===== src/rtl/ifu_axi_rd_slave.sv =====
// AXI4 read-only slave that serves instruction-fetch bursts from a 1-cycle-latency SRAM.
// One burst at a time; beats pass through a read-in-flight stage and a 2-entry output FIFO.
module ifu_axi_rd_slave #(
  parameter int unsigned            ADDR_WIDTH = 32,
  parameter int unsigned            DATA_WIDTH = 32,
  parameter int unsigned            ID_WIDTH   = 4,
  parameter int unsigned            MEM_AW     = 14,
  parameter logic [ADDR_WIDTH-1:0]  BASE_ADDR  = '0
) (
  input  logic                  clk,
  input  logic                  rst_n,
  input  logic [ID_WIDTH-1:0]   S_AXI_ARID,
  input  logic [ADDR_WIDTH-1:0] S_AXI_ARADDR,
  input  logic [7:0]            S_AXI_ARLEN,
  input  logic [2:0]            S_AXI_ARSIZE,
  input  logic [1:0]            S_AXI_ARBURST,
  input  logic                  S_AXI_ARLOCK,
  input  logic [3:0]            S_AXI_ARCACHE,
  input  logic [2:0]            S_AXI_ARPROT,
  input  logic [3:0]            S_AXI_ARQOS,
  input  logic [3:0]            S_AXI_ARUSER,
  input  logic                  S_AXI_ARVALID,
  output logic                  S_AXI_ARREADY,
  output logic [ID_WIDTH-1:0]   S_AXI_RID,
  output logic [DATA_WIDTH-1:0] S_AXI_RDATA,
  output logic [1:0]            S_AXI_RRESP,
  output logic                  S_AXI_RLAST,
  output logic [3:0]            S_AXI_RUSER,
  output logic                  S_AXI_RVALID,
  input  logic                  S_AXI_RREADY,
  output logic                  mem_re_o,
  output logic [MEM_AW-1:0]     mem_addr_o,
  input  logic [DATA_WIDTH-1:0] mem_rdata_i
);

  typedef enum logic [0:0] {StIdle, StBurst} state_e;

  state_e                state_q;
  logic [ID_WIDTH-1:0]   rid_q;
  logic [ADDR_WIDTH-1:0] addr_q;
  logic [7:0]            rem_q;
  logic                  fixed_q;
  logic                  err_q;
  logic                  issue_done_q;

  // Read issued last cycle: its data is on mem_rdata_i this cycle.
  logic                  pend_q;
  logic                  pend_err_q;
  logic                  pend_last_q;

  logic [DATA_WIDTH-1:0] fifo_data_q [2];
  logic                  fifo_err_q  [2];
  logic                  fifo_last_q [2];
  logic [1:0]            cnt_q;
  logic                  wr_ptr_q;
  logic                  rd_ptr_q;

  logic [ADDR_WIDTH-1:0] offset;
  logic                  in_range;
  logic                  beat_err;
  logic                  issue;
  logic                  ar_hs;
  logic                  r_hs;
  logic                  fifo_has;
  logic                  fifo_push;
  logic                  fifo_pop;
  logic                  head_err;
  logic                  head_last;
  logic [DATA_WIDTH-1:0] head_data;
  logic                  unused_inputs;

  assign offset   = addr_q - BASE_ADDR;
  assign in_range = (offset >> (MEM_AW + 2)) == '0;
  assign beat_err = err_q | ~in_range;

  // Buffered plus in-flight beats never exceed the two FIFO slots.
  assign issue = (state_q == StBurst) && !issue_done_q && ((cnt_q + {1'b0, pend_q}) < 2'd2);

  assign mem_re_o   = issue & ~beat_err;
  assign mem_addr_o = mem_re_o ? offset[MEM_AW+1:2] : '0;

  assign fifo_has  = (cnt_q != 2'd0);
  assign head_err  = fifo_has ? fifo_err_q[rd_ptr_q]  : pend_err_q;
  assign head_last = fifo_has ? fifo_last_q[rd_ptr_q] : pend_last_q;
  assign head_data = fifo_has ? fifo_data_q[rd_ptr_q] : (pend_err_q ? '0 : mem_rdata_i);

  assign S_AXI_ARREADY = rst_n && (state_q == StIdle);
  assign S_AXI_RVALID  = fifo_has | pend_q;
  assign S_AXI_RID     = rid_q;
  assign S_AXI_RDATA   = S_AXI_RVALID ? head_data : '0;
  assign S_AXI_RRESP   = (S_AXI_RVALID && head_err) ? 2'b10 : 2'b00;
  assign S_AXI_RLAST   = S_AXI_RVALID & head_last;
  assign S_AXI_RUSER   = '0;

  assign ar_hs     = S_AXI_ARREADY & S_AXI_ARVALID;
  assign r_hs      = S_AXI_RVALID & S_AXI_RREADY;
  assign fifo_pop  = fifo_has & S_AXI_RREADY;
  // An arriving beat bypasses the FIFO only when it is the head and is taken at once.
  assign fifo_push = pend_q & ~(~fifo_has & S_AXI_RREADY);

  assign unused_inputs = ^{S_AXI_ARLOCK, S_AXI_ARCACHE, S_AXI_ARPROT, S_AXI_ARQOS, S_AXI_ARUSER,
                           offset[1:0]};

  always_ff @(posedge clk or negedge rst_n) begin
    if (!rst_n) begin
      state_q      <= StIdle;
      rid_q        <= '0;
      addr_q       <= '0;
      rem_q        <= '0;
      fixed_q      <= 1'b0;
      err_q        <= 1'b0;
      issue_done_q <= 1'b0;
      pend_q       <= 1'b0;
      pend_err_q   <= 1'b0;
      pend_last_q  <= 1'b0;
      cnt_q        <= '0;
      wr_ptr_q     <= 1'b0;
      rd_ptr_q     <= 1'b0;
    end else begin
      case (state_q)
        StIdle: begin
          if (ar_hs) begin
            rid_q        <= S_AXI_ARID;
            addr_q       <= S_AXI_ARADDR;
            rem_q        <= S_AXI_ARLEN;
            fixed_q      <= (S_AXI_ARBURST == 2'b00);
            err_q        <= (S_AXI_ARSIZE != 3'b010) || S_AXI_ARBURST[1];
            issue_done_q <= 1'b0;
            state_q      <= StBurst;
          end
        end
        StBurst: begin
          if (issue) begin
            rem_q <= rem_q - 8'd1;
            if (!fixed_q) addr_q <= addr_q + ADDR_WIDTH'(4);
            if (rem_q == 8'd0) issue_done_q <= 1'b1;
          end
          if (r_hs && head_last) state_q <= StIdle;
        end
        default: state_q <= StIdle;
      endcase
      pend_q      <= issue;
      pend_err_q  <= beat_err;
      pend_last_q <= (rem_q == 8'd0);
      cnt_q       <= cnt_q + {1'b0, fifo_push} - {1'b0, fifo_pop};
      if (fifo_push) wr_ptr_q <= ~wr_ptr_q;
      if (fifo_pop)  rd_ptr_q <= ~rd_ptr_q;
    end
  end

  always_ff @(posedge clk) begin
    if (fifo_push) begin
      fifo_data_q[wr_ptr_q] <= pend_err_q ? '0 : mem_rdata_i;
      fifo_err_q[wr_ptr_q]  <= pend_err_q;
      fifo_last_q[wr_ptr_q] <= pend_last_q;
    end
  end

endmodule

===== config.mk =====
export PLATFORM = sky130hd
export DESIGN_NAME = ifu_axi_rd_slave
export DESIGN_NICKNAME = d
export VERILOG_FILES = /design/src/rtl/ifu_axi_rd_slave.sv
export SDC_FILE = /design/constraint.sdc
export NUM_CORES = 1
export LEC_CHECK = 0
export BUFFER_PORTS_ARGS = -buffer_cell sky130_fd_sc_hd__buf_4
export CAP_MARGIN = 15
export CORE_MARGIN = 3
export CORE_UTILIZATION = 50
export DETAILED_ROUTE_END_ITERATION = 8
export GPL_ROUTABILITY_DRIVEN = 0
export PLACE_DENSITY = 0.8
export SLEW_MARGIN = 20
export SYNTH_ARGS = -nofsm -noshare
export SYNTH_HDL_FRONTEND = slang
export SYNTH_SLANG_ARGS = --single-unit

===== constraint.sdc =====
create_clock -name clk -period 4 [get_ports clk]
set_clock_uncertainty 0.1 [all_clocks]
set_input_delay 0.6 -clock clk [delete_from_list [all_inputs] [get_ports clk]]
set_output_delay 0.6 -clock clk [all_outputs]
set_load 0.05 [all_outputs]

==> results.yml <==
drt:
  dr.pass1.iters: 6
  detail_route.wl_per_cell_um: 16.9
  final_antenna_net_count: 0
  drtIter0Drc: 402
  drc_errors: 0
  drt-total-wl_um: 15400
  viasPerCell: 5.75
  vias: 5240
outcome:
  outcome: "finished clean"
pwr:
  irDropWorstVdd_mv: 0.450
  pwr_density_cell_nw_per_um2: 826
  p_leak_nw: 3.16
cells_and_area:
  multi_input_area_um2: 2700
  seq_area_um2: 3370
  fin_cells: 911
  postLayoutCoreUtil_pct: 65.3
  drive_gt1_share_pct: 25.3
  final_area_um2: 7910
  fillers: 971
  diodes: 0
  area_growth_pct: 26.5
  mostFrequentLayoutCells: "buf_4, edfxtp_1, o21ai_0"
  final_common_cell: "buf_4"
  nNetsFinal: 834
global_route:
  grtUsageTotal_pct: 22.3
  grt_pass1_wl_um: 25300
  overflow: 0
  grt_pass1_vias: 5064
  antenna_found_initial: 0
  grt_max_degree: 64
floorplan:
  rows: 40
  ios: 161
  die_height_um: 118
  coreArea_um2: 12100
  start_util_pct: 51.6
  die-width_um: 118
  dieArea_um2: 13900
logic_synthesis:
  synthCells: 605
  syn_area_per_cell_um2: 10.3
  synthArstFlopShare_pct: 43.8
  synth-edff-count: 68
  ys_ff_latch: 121
  ys.flop_type: "edfxtp_1"
  synth_cell_types: 58
  yosys_warnings: 0
  yosysSeqAreaShare_pct: 53.9
  synth_area_leaders: "edfxtp_1, dfrtp_1, mux2i_1"
  synth_top_area_share_pct: 32.7
  synth.cell_area_um2: 6250
  yosysTopAreaCell: "edfxtp_1"
critical_path:
  end_kind: "output pin"
  critical_path_required_ps: 3300
  cp_top_family: "simple AND/OR/NAND/NOR gates"
  arrival_ps: 2670
  startpoint_type: "register"
  cp_max_fo: 13
  critPathBufInv: 1
  crit_chain: "nor4_1 > nand4_1 > or4_4 > nor2_1 > and2_2 > buf_4"
  cpPeakStageDelay_ps: 490
  ff2ff_path_depth: 5
  cp.depth: 6
  cp_slowest_cell: "nor2_1"
  worst-setup-path-type: "reg -> out"
sta:
  hold_violations: 0
  worst_pin_slew_ps: 1040
  relSlewSlack_pct: 30.6
  slew_viol_final: 0
  timing.final.crit_share_pct: 84.2
  rsz0062_at_grt: "no"
  timing.final.ws_setup_ps: 631
  finalCriticalPeriod_ps: 3370
  finalSetupViolCount: 0
  fmax_mhz: 297
  setup_tns_ps: 0
place:
  dp_cells: 879
  dp_hpwl_um: 10100
  numPortBuffers: 137
  place_area_um2: 7390
  pre_cts_ws_ps: 1040
cts:
  cts_hold_buf: 0
  post-cts-setup-buffers: 0
  clkTransAtPathRegs_ps: 50
  clock_latency_ps: 410
  clockBufferDepth: 2
  tritoncts: "done"
  cts-resized-gates: 0
  cts_buffers: 17
  cts_sinks: 121
  cts-root-buf: "clkbuf_16"
  htree_levels: 4
hold_path:
  hold_class: "in -> async"
job:
  maxCapViolCount: 0
==> per-layer routing <==
layer	wire (um)	global-route usage (%)	vias up
li1	-	-	2489
met1	6440	29.2	2498
met2	7630	36.1	228
met3	1080	5.62	25
met4	212	7.84	0
met5	0	0	-
==> registers in the layout, indices dropped and copies added (netlist names) <==
signal / cells
fixed_q: 1
rd_ptr_q: 1
issue_done_q: 1
addr_q: 30
pend_err_q: 1
wr_ptr_q: 1
fifo_data_q: 64
pend_last_q: 1
fifo_err_q: 2
fifo_last_q: 2
state_q: 1
err_q: 1
cnt_q: 2
rem_q: 8
S_AXI_RID: 4
pend_q: 1
==> Yosys cell counts, types with 5 or more instances <==
cell type and number:
edfxtp_1 68, o21ai_0 63, nand3_1 54, dfrtp_1 53, a21oi_1 47, nand2_1 45, mux2i_1 39, nor2b_1 35
clkbuf_1 24, nor2_1 22, and2_1 16, nor3_1 13, o22ai_1 13, and3_1 9, buf_4 7, nand4_1 7
buf_1 6, buf_2 5, nand2b_1 5, nor3b_1 5
==> through the flow <==
stage               power [mW]  hold slack [ps]
floorplan                 4.31              204
global placement          5.08              351
detailed placement        5.18              369
CTS                       6.55              242
global route              6.91              259
finish                    6.54              223
==> logic make-up after synthesis <==
logic type | count (synthesis) | synth area share (%)
muxes | 39 | 6.24
DFF | 121 | 53.9
adders and majority gates | 3 | 0.600
buffers and inverters | 49 | 3.48
and+or+nand+nor | 230 | 20.3
AOI/OAI and AO/OA | 159 | 15.0
other | 1 | 0.0600
xor gates and xnor gates | 3 | 0.420
==> final cells by class <==
| type | count | share of cell area (%) |
|---|---|---|
| inverters | 6 | 0.285 |
| well taps | 168 | 2.66 |
| repair buffers | 145 | 13.8 |
| flip-flops and latches | 121 | 42.6 |
| multi-input cells | 439 | 34.1 |
| clock buffers | 21 | 5.57 |
| clock inverters | 11 | 1.03 |
==> worst paths after layout <==
check | end | slack (ps) | from
setup / recovery | mem_addr_o[10] | 630 | addr_q[22]
hold / removal | S_AXI_RID[1] | 220 | rst_n
min in group clk | fixed_q | 270 | S_AXI_ARBURST[0]
hold reg to reg | fifo_last_q[1] | 380 | pend_last_q
max in group asynchronous | rd_ptr_q | 3080 | rst_n
setup reg to reg | addr_q[23] | 1450 | state_q
==> report_power, final <==
part / total (mW) / switching (mW) / internal [mW]
Clock: 1.36 / 0.521 / 0.839
Sequential: 2.19 / 0.454 / 1.73
Combinational: 2.99 / 2.00 / 0.991
No activity file was read; power rests on OpenSTA's default activity.
